## src/rtl/mips_pkg.sv

```systemverilog
// Shared definitions for the EX-stage multiply/divide unit: funct codes and FSM encoding.
package mips_pkg;

    localparam logic [5:0] FUNCT_MFHI  = 6'b010000;
    localparam logic [5:0] FUNCT_MTHI  = 6'b010001;
    localparam logic [5:0] FUNCT_MFLO  = 6'b010010;
    localparam logic [5:0] FUNCT_MTLO  = 6'b010011;
    localparam logic [5:0] FUNCT_MULT  = 6'b011000;
    localparam logic [5:0] FUNCT_MULTU = 6'b011001;
    localparam logic [5:0] FUNCT_DIV   = 6'b011010;
    localparam logic [5:0] FUNCT_DIVU  = 6'b011011;

    typedef enum logic [1:0] {
        StIdle = 2'b00,
        StRun  = 2'b01,
        StFix  = 2'b10
    } muldiv_state_e;

endpackage

```

## src/rtl/muldiv_sequencer_if.sv

```systemverilog
// EX-stage <-> multiply/divide unit signal bundle; the pipeline is master, the unit is slave.
interface muldiv_sequencer_if #(
    parameter int unsigned WIDTH = 32
);
    logic             start;
    logic [5:0]       funct;
    logic [WIDTH-1:0] rs_data;
    logic [WIDTH-1:0] rt_data;
    logic             read_hilo;
    logic             busy;
    logic             stall;
    logic             done;
    logic [WIDTH-1:0] hi;
    logic [WIDTH-1:0] lo;

    modport master (
        output start, funct, rs_data, rt_data, read_hilo,
        input  busy, stall, done, hi, lo
    );

    modport slave (
        input  start, funct, rs_data, rt_data, read_hilo,
        output busy, stall, done, hi, lo
    );
endinterface

```

## src/rtl/muldiv_iter.sv

```systemverilog
// One radix-2 step: shift-add multiply or restoring divide on a {high, low} accumulator.
module muldiv_iter #(
    parameter int unsigned WIDTH = 32
) (
    input  logic               is_div_i,
    input  logic [2*WIDTH-1:0] acc_i,
    input  logic [WIDTH-1:0]   operand_i,
    output logic [2*WIDTH-1:0] acc_o
);
    logic [WIDTH:0] sum;
    logic [WIDTH:0] rem_sh;
    logic [WIDTH:0] diff;

    always_comb begin
        sum    = {1'b0, acc_i[2*WIDTH-1:WIDTH]} + (acc_i[0] ? {1'b0, operand_i} : '0);
        rem_sh = acc_i[2*WIDTH-1:WIDTH-1];
        diff   = rem_sh - {1'b0, operand_i};
        if (is_div_i) begin
            // Remainder stays below the divisor, so diff[WIDTH] is a true sign bit.
            if (!diff[WIDTH]) begin
                acc_o = {diff[WIDTH-1:0], acc_i[WIDTH-2:0], 1'b1};
            end else begin
                acc_o = {rem_sh[WIDTH-1:0], acc_i[WIDTH-2:0], 1'b0};
            end
        end else begin
            // Multiplier bits shift out of the low half as the product shifts in.
            acc_o = {sum, acc_i[WIDTH-1:1]};
        end
    end
endmodule

```

## src/rtl/muldiv_sequencer.sv

```systemverilog
// Iterative multiply/divide with HI/LO: IDLE latches magnitudes, RUN iterates WIDTH times,
// FIX restores signs and commits HI/LO.
module muldiv_sequencer
    import mips_pkg::*;
#(
    parameter int unsigned WIDTH = 32
) (
    input logic               clk,
    input logic               reset,
    muldiv_sequencer_if.slave bus
);
    localparam int unsigned CntW = $clog2(WIDTH);

    muldiv_state_e      state_q, state_d;
    logic [CntW-1:0]    cnt_q, cnt_d;
    logic [2*WIDTH-1:0] acc_q, acc_d;
    logic [WIDTH-1:0]   opnd_q, opnd_d;
    logic               is_div_q, is_div_d;
    logic               neg_lo_q, neg_lo_d;
    logic               neg_hi_q, neg_hi_d;
    logic [WIDTH-1:0]   hi_q, hi_d;
    logic [WIDTH-1:0]   lo_q, lo_d;
    logic               done_q, done_d;

    logic               is_long, is_signed, is_div_op, a_neg, b_neg;
    logic [WIDTH-1:0]   a_mag, b_mag;
    logic [2*WIDTH-1:0] acc_iter;
    logic [2*WIDTH-1:0] prod_fix;
    logic [WIDTH-1:0]   quot_fix, rem_fix;

    always_comb begin
        is_div_op = (bus.funct == FUNCT_DIV) || (bus.funct == FUNCT_DIVU);
        is_signed = (bus.funct == FUNCT_DIV) || (bus.funct == FUNCT_MULT);
        is_long   = is_div_op || (bus.funct == FUNCT_MULT) || (bus.funct == FUNCT_MULTU);
        a_neg     = is_signed & bus.rs_data[WIDTH-1];
        b_neg     = is_signed & bus.rt_data[WIDTH-1];
        a_mag     = a_neg ? -bus.rs_data : bus.rs_data;
        b_mag     = b_neg ? -bus.rt_data : bus.rt_data;
    end

    muldiv_iter #(
        .WIDTH(WIDTH)
    ) u_iter (
        .is_div_i (is_div_q),
        .acc_i    (acc_q),
        .operand_i(opnd_q),
        .acc_o    (acc_iter)
    );

    always_comb begin
        prod_fix = neg_lo_q ? -acc_q : acc_q;
        quot_fix = neg_lo_q ? -acc_q[WIDTH-1:0] : acc_q[WIDTH-1:0];
        rem_fix  = neg_hi_q ? -acc_q[2*WIDTH-1:WIDTH] : acc_q[2*WIDTH-1:WIDTH];
    end

    always_comb begin
        state_d  = state_q;
        cnt_d    = cnt_q;
        acc_d    = acc_q;
        opnd_d   = opnd_q;
        is_div_d = is_div_q;
        neg_lo_d = neg_lo_q;
        neg_hi_d = neg_hi_q;
        hi_d     = hi_q;
        lo_d     = lo_q;
        done_d   = 1'b0;

        unique case (state_q)
            StIdle: begin
                if (bus.start) begin
                    if (is_long) begin
                        state_d  = StRun;
                        cnt_d    = CntW'(WIDTH - 1);
                        is_div_d = is_div_op;
                        opnd_d   = is_div_op ? b_mag : a_mag;
                        acc_d    = {{WIDTH{1'b0}}, (is_div_op ? a_mag : b_mag)};
                        // A zero divisor keeps the all-ones quotient unsigned-looking.
                        neg_lo_d = (a_neg ^ b_neg) & (!is_div_op || (bus.rt_data != '0));
                        neg_hi_d = is_div_op & a_neg;
                    end else if (bus.funct == FUNCT_MTHI) begin
                        hi_d = bus.rs_data;
                    end else if (bus.funct == FUNCT_MTLO) begin
                        lo_d = bus.rs_data;
                    end
                end
            end
            StRun: begin
                acc_d = acc_iter;
                cnt_d = cnt_q - CntW'(1);
                if (cnt_q == '0) begin
                    state_d = StFix;
                end
            end
            StFix: begin
                state_d = StIdle;
                done_d  = 1'b1;
                if (is_div_q) begin
                    hi_d = rem_fix;
                    lo_d = quot_fix;
                end else begin
                    hi_d = prod_fix[2*WIDTH-1:WIDTH];
                    lo_d = prod_fix[WIDTH-1:0];
                end
            end
            default: state_d = StIdle;
        endcase
    end

    always_ff @(posedge clk) begin
        if (!reset) begin
            state_q  <= StIdle;
            cnt_q    <= '0;
            acc_q    <= '0;
            opnd_q   <= '0;
            is_div_q <= 1'b0;
            neg_lo_q <= 1'b0;
            neg_hi_q <= 1'b0;
            hi_q     <= '0;
            lo_q     <= '0;
            done_q   <= 1'b0;
        end else begin
            state_q  <= state_d;
            cnt_q    <= cnt_d;
            acc_q    <= acc_d;
            opnd_q   <= opnd_d;
            is_div_q <= is_div_d;
            neg_lo_q <= neg_lo_d;
            neg_hi_q <= neg_hi_d;
            hi_q     <= hi_d;
            lo_q     <= lo_d;
            done_q   <= done_d;
        end
    end

    assign bus.busy  = (state_q != StIdle);
    assign bus.stall = bus.busy & (bus.start | bus.read_hilo);
    assign bus.done  = done_q;
    assign bus.hi    = hi_q;
    assign bus.lo    = lo_q;
endmodule

```

## src/flat_wrapper.sv

```systemverilog
// flat-port wrapper written by rule: the top's interface ports become plain ports
module muldiv_sequencer_flat import mips_pkg::*;
#(
    parameter int unsigned WIDTH = 32
)
  (clk, reset, bus_start, bus_funct, bus_rs_data, bus_rt_data, bus_read_hilo, bus_busy, bus_stall, bus_done, bus_hi, bus_lo);
  muldiv_sequencer_if #(.WIDTH(WIDTH)) bus_i ();
  input logic clk;
  input logic reset;
  input wire logic [$bits(bus_i.start)-1:0] bus_start;
  input wire logic [$bits(bus_i.funct)-1:0] bus_funct;
  input wire logic [$bits(bus_i.rs_data)-1:0] bus_rs_data;
  input wire logic [$bits(bus_i.rt_data)-1:0] bus_rt_data;
  input wire logic [$bits(bus_i.read_hilo)-1:0] bus_read_hilo;
  output wire logic [$bits(bus_i.busy)-1:0] bus_busy;
  output wire logic [$bits(bus_i.stall)-1:0] bus_stall;
  output wire logic [$bits(bus_i.done)-1:0] bus_done;
  output wire logic [$bits(bus_i.hi)-1:0] bus_hi;
  output wire logic [$bits(bus_i.lo)-1:0] bus_lo;
  assign bus_i.start = bus_start;
  assign bus_i.funct = bus_funct;
  assign bus_i.rs_data = bus_rs_data;
  assign bus_i.rt_data = bus_rt_data;
  assign bus_i.read_hilo = bus_read_hilo;
  assign bus_busy = bus_i.busy;
  assign bus_stall = bus_i.stall;
  assign bus_done = bus_i.done;
  assign bus_hi = bus_i.hi;
  assign bus_lo = bus_i.lo;
  muldiv_sequencer #(.WIDTH(WIDTH)) u_core (.clk(clk), .reset(reset), .bus(bus_i));
endmodule
```

## config.mk

```make
export PLATFORM = sky130hd
export DESIGN_NAME = muldiv_sequencer_flat
export DESIGN_NICKNAME = d
export VERILOG_FILES = /design/src/rtl/mips_pkg.sv /design/src/rtl/muldiv_sequencer_if.sv /design/src/rtl/muldiv_iter.sv /design/src/rtl/muldiv_sequencer.sv /design/src/flat_wrapper.sv
export SDC_FILE = /design/constraint.sdc
export NUM_CORES = 1
export LEC_CHECK = 0
export ABC_CLOCK_PERIOD_IN_PS = 4200
export CORE_ASPECT_RATIO = 1.4
export CORE_MARGIN = 8
export CORE_UTILIZATION = 25
export CTS_CLUSTER_DIAMETER = 150
export DETAILED_ROUTE_END_ITERATION = 10
export HOLD_SLACK_MARGIN = 0.05
export SLEW_MARGIN = 20
export SYNTH_ARGS = -nofsm -noshare
export SYNTH_HDL_FRONTEND = slang
export SYNTH_SLANG_ARGS = --single-unit
```

## constraint.sdc

```tcl
create_clock -name clk -period 4.2 [get_ports clk]
set_clock_uncertainty 0.05 [all_clocks]
set_input_delay 0.84 -clock clk [delete_from_list [all_inputs] [get_ports clk]]
set_output_delay 0.84 -clock clk [all_outputs]
set_load 0.01 [all_outputs]
```

Yosys cells after proc, flatten, opt, wreduce, memory -nomap -nowiden
Cells that the tools add are included.
- equal/unequal tests: 15
- mux-type cells: 32
- bitwise logic cells: 7
- reduce and logical (&&, ||, !) cells: 17
- add/subtract/negate cells: 8
- operators by type and width (cell ; number):
    $mux 32 ; 16
    $mux 64 ; 5
    $neg 32->32 ; 4
    $pmux 32 s2 ; 2
    $pmux 64 s2 ; 1
    $neg 64->64 ; 1
    $eq 6x5->1 const B ; 6
    $add 32x33->33 ; 1
    $sub 33x32->33 ; 1
    $reduce_bool 32->1 ; 1
    $mux 5 ; 2
    $pmux 5 s2 ; 1
    $reduce_and 3->1 ; 3
    $ne 2x1->1 const B ; 4
    $mux 2 ; 3
    $ne 2x2->1 const B ; 3
    $reduce_bool 2->1 ; 3
    $and 1x1->1 ; 5
    $logic_not 5->1 ; 1
    $logic_or 1x1->1 ; 5
    $reduce_and 5->1 ; 1
    $sub 5x1->5 const B ; 1
    $pmux 2 s2 ; 1
    $reduce_and 4->1 ; 1
    7 further kinds ; 7
- input port bits: 74
- flip-flop bits (word level): 171
- output and inout port bits: 67

Logic depth before layout (Yosys ltp)
- word-level depth: 8
- mapped depth: 15
- depth with buffers taken out: 15

Modules after synthesis
From an unflattened synthesis, not the netlist that was laid out.
- cell total of the unflattened synthesis: 2124
- area total of the unflattened synthesis: 15797.7 µm²
- by module, submodules not included (module ; cells an instance ; instances ; sequential area each (µm²) ; area each (µm²)):
    muldiv_sequencer ; 1436 ; 1 ; 3423.3 ; 10976.8
    muldiv_iter ; 688 ; 1 ; 0.0 ; 4820.9

Worst setup path after synthesis
OpenSTA, ideal clock, no wires.
- path kind: register -> register
- start point: reg u_core.acc_q[0]
- end point: reg u_core.acc_q[60]
- library setup time: 0.127 ns
- required time: 4.023 ns
- cell stages (with the launch flop): 16
- path buffers: 1
- path slack: 0.739 ns
- arrival time: 3.284 ns
- path through: dfxtp_1 -> inv_1 -> clkbuf_1 -> nor2_1 -> ha_1 -> a21o_1 -> a21o_1 -> a221oi_1 -> o211ai_1 -> o31ai_1 -> o21ai_1 -> a221oi_2 -> o21ai_1 -> a21oi_1 -> mux2i_1 -> o21ai_1
- cells in the longest elaborated chain, start to end: 4
- ends and longest elaborated chain (item ; line ; RTL):
    start: declaration ; muldiv_sequencer.sv:16 ; logic [2*WIDTH-1:0] acc_q, acc_d;
    start signal: assignment ; muldiv_sequencer.sv:113 ; acc_q <= '0;
    start signal: assignment ; muldiv_sequencer.sv:124 ; acc_q <= acc_d;
    $mux 32 ; muldiv_iter.sv:15 ; sum = {1'b0, acc_i[2*WIDTH-1:WIDTH]} + (acc_i[0] ? {1'b0, operand_i} : '0);
    $add 32x33->33 ; muldiv_iter.sv:15 ;
    $mux 64 ; muldiv_iter.sv:18 ; if (is_div_i) begin
    $pmux 64 s2 ; muldiv_sequencer.sv:68 ; unique case (state_q)
Every way passes these cells.
A chain may end at the register's enable or synchronous reset.

Worst setup path in the final report
- start point: reg u_core.acc_q[0]
- end point: reg u_core.acc_q[63]
Same word-level chain as after synthesis.

==> impl_metrics.toml <==
[detailed_routing]
via_per_inst = 5.379
wl_per_cell_um = 21.91
drt-pass1-iter-count = 5
ant_nets = 0
routed-via-count = 15470
wirelength_um = 63050
drc = 0
drt_iter0_markers = 1201

[critical_path]
crit_arrival_ns = 4.24
cp-end-kind = "flip-flop"
cp_max_fo = 4
ff2ff_path_depth = 18
crit_start = "u_core.acc_q[0]"
cp.required_ns = 4.53
r2r_start = "u_core.acc_q[0]"
critical_path_class = "flip-flop to flip-flop"
r2r_slack_ns = 0.28
r2r-end = "u_core.acc_q[63]"
startpoint_type = "flip-flop"
cp-endpoint = "u_core.acc_q[63]"

[floorplanning]
io_pins = 141
rows = 105
initial_core_util = 0.2507
die_w_um = 220.2
core_mm2 = 0.05820
fp.dieH_um = 301.8
die-area_mm2 = 0.06646

[sta]
slew_headroom = 0.3318
fin_crit_sh = 0.9323
slew_violations = 0
rsz0062_at_grt = "no"
final.setup.tns_ns = 0
tightest_slew_ns = 0.9883
hold_viol_final = 0
finalSetupViolCount = 0
final.min_clock_period_ns = 3.916
max_freq_mhz = 255.4

[clock_tree]
cts_max_path_buffers = 2
cts_resized = 0
cts_root_buffer = "clkbuf_16"
cts_buffers = 17
cts_tree = "built"
h-tree-depth = 4
hold_buffers = 0
post_cts.repair.setup_buffers = 0
clkTransAtPathRegs_ns = 0.08
cts.sinks = 171
clk_latency_ns = 0.47

[place]
place_hpwl_um = 49860
gp_congestion = 0.9786
portBuffers = 140
dp_cells = 2844

[synthesis]
syn_area_mm2 = 0.01459
synth-adder-area-share = 0.06277
synth_nets = 2122
ys_seq_area_frac = 0.2346
ys.flop_type = "dfxtp_1"
yosysWarnings = 0
async_flop_share = 0
avgSynthCellArea_um2 = 7.384
yosys.area_share.simple = 0.2330
synth_mux_area_frac = 0.04562
synth_cell_types = 80
synth_cells = 1976
synth_compound_area_frac = 0.2716
synth-seq-cells = 171
synth_xor_area_frac = 0.1020
synth_edf_count = 0
synth_top_family_by_area = "compound AO/OA/AOI/OAI gates"

[final_layout]
nNetsFinal = 2260
final_layout_size_suffix_gt1_frac = 0.08980
fillers = 6209
area_delta_synth_final_pct = 23.00
final_cell_count_no_fill = 2877

[global_route]
grt_max_degree = 80
grt_pass1_vias = 15670
grt_overflow = 0
antenna_found_initial = 2
grtUsageTotal = 0.1852
grt_pass1_wl_um = 94090

[pwr]
p_leak_nw = 7.093
ir_drop_mv = 0.2002
power_density_mw_per_mm2 = 236.0

[hold_path]
hp-class = "flip-flop to flip-flop"

[outcome]
run_status = "finished, final reports clean"

[flow_run]
timing.max_cap.violations = 0
[metal layers]
metal,vias up,wire (µm),GRT usage
li1,7341,-,-
met1,7423,23050,0.1895
met2,519,31470,0.3312
met3,189,3119,0.02831
met4,2,5393,0.1493
met5,-,13,0
[critical path: stages (launching register included)]
cell,delay [ns]
dfxtp_1,0.40
and2_1,0.16
ha_1,0.20
inv_1,0.07
fa_1,0.39
nand2b_1,0.20
a21oi_2,0.18
a2111oi_1,0.09
o41ai_1,0.32
buf_4,0.18
a31oi_1,0.09
buf_4,0.16
nor3b_1,0.23
buf_4,0.17
o21bai_1,0.07
a21boi_1,0.19
o211ai_1,0.14
a31o_1,0.25
a221oi_1,0.27
[per-stage QoR]
stage | hold slack, ns | instance area (µm²) | power, mW | setup WS (ns) | util
after floorplan | 0.3910 | 14590 | 2.183 | 0.7385 | -
final | 0.4166 | 17950 | 4.236 | 0.2844 | 0.3084
after global routing | 0.4543 | 17940 | 4.361 | 0.005151 | 0.3083
after CTS | 0.4191 | 17930 | 4.248 | 0.1737 | 0.3081
after detailed placement | 0.4087 | 17340 | 2.566 | 0.03455 | 0.2979
after global placement | 0.4044 | 17340 | 2.559 | 0.04262 | 0.2979
[placed cells by master, fill, tap and decap left out, types with 70 or more instances in the layout]
master	count
a21oi_1	166
ha_1	70
xor2_1	74
nand2_1	246
xnor2_1	94
buf_4	101
dfxtp_1	170
clkdlybuf4s50_1	139
nor2_1	183
o21ai_0	100
[power by group]
group	switching, mW	leakage, nW	internal [mW]
Sequential	0.0264	1.38	1.64
Combinational	0.521	5.42	0.351
Clock	0.813	0.288	0.884
Total	1.36	7.09	2.88
[flip-flops by register name, summed over array words and instances (netlist names)]
register,flops
u_core.acc_q,64
u_core.bus.lo,32
u_core.cnt_q,5
u_core.neg_lo_q,1
u_core.bus.done,1
u_core.neg_hi_q,1
u_core.opnd_q,32
u_core.bus.hi,32
u_core.state_q,2
u_core.is_div_q,1
[worst min path at each step]
| stage | from | to | slack, ns | cells past startpoint |
|---|---|---|---|---|
| after floorplan | u_core.opnd_q[10] | u_core.opnd_q[10] | 0.39 | 2 |
| after global placement | u_core.opnd_q[2] | u_core.opnd_q[2] | 0.40 | 2 |
| after detailed placement | u_core.opnd_q[6] | u_core.opnd_q[6] | 0.41 | 2 |
| after CTS | u_core.opnd_q[6] | u_core.opnd_q[6] | 0.42 | 2 |
| after global routing | u_core.opnd_q[3] | u_core.opnd_q[3] | 0.45 | 2 |
| final | u_core.opnd_q[6] | u_core.opnd_q[6] | 0.42 | 2 |
[cell type report]
class | instances | area [µm²] | share of cell area
tap | 749 | 937.1 | 0.05222
antenna | 1 | 2.502 | 0.0001394
timing repair buffer | 246 | 2270 | 0.1265
clock buffer | 20 | 466.7 | 0.02601
multi-input combinational | 1615 | 10480 | 0.5840
sequential | 171 | 3425 | 0.1908
clock inverter | 12 | 128.9 | 0.007181
inverter | 63 | 236.5 | 0.01318
[Yosys cell counts (8+ instances only)]
cell	count	area, µm²
or3_1	16	100.1
a21o_1	35	262.8
nand2b_1	19	118.9
nor2_1	184	690.7
a21boi_0	32	240.2
mux2i_1	53	530.5
nand2_1	246	923.4
a31oi_1	19	118.9
nand3_1	46	230.2
o31ai_1	27	202.7
xnor2_1	94	823.3
o21ai_1	13	65.06
a221oi_1	8	70.07
o221ai_1	16	140.1
ha_1	70	875.8
mux2_2	12	135.1
nor3_1	23	115.1
a211oi_1	51	382.9
o41ai_1	12	105.1
and3_1	31	193.9
clkbuf_1	103	386.6
xor2_1	74	648.1
dfxtp_1	171	3423
inv_1	63	236.5
a21oi_1	167	835.8
o211ai_1	55	412.9
buf_1	15	56.30
nor2b_1	59	369.1
o21a_1	10	75.07
o21ai_0	100	500.5
nor4_1	16	100.1
or4_1	10	75.07
a22oi_1	9	67.56
and2_1	12	75.07
[cells by family (layout without fill, tap and decap cells)]
logic type,count (synthesis),count (layout)
xor gates and xnor gates,169,169
DFF,171,171
and+or+nand+nor,705,705
AOI/OAI and AO/OA,604,604
muxes,65,65
other,0,1
buffers and inverters,190,341
adders and majority gates,72,72
Power figures use the tool's default switching activity.
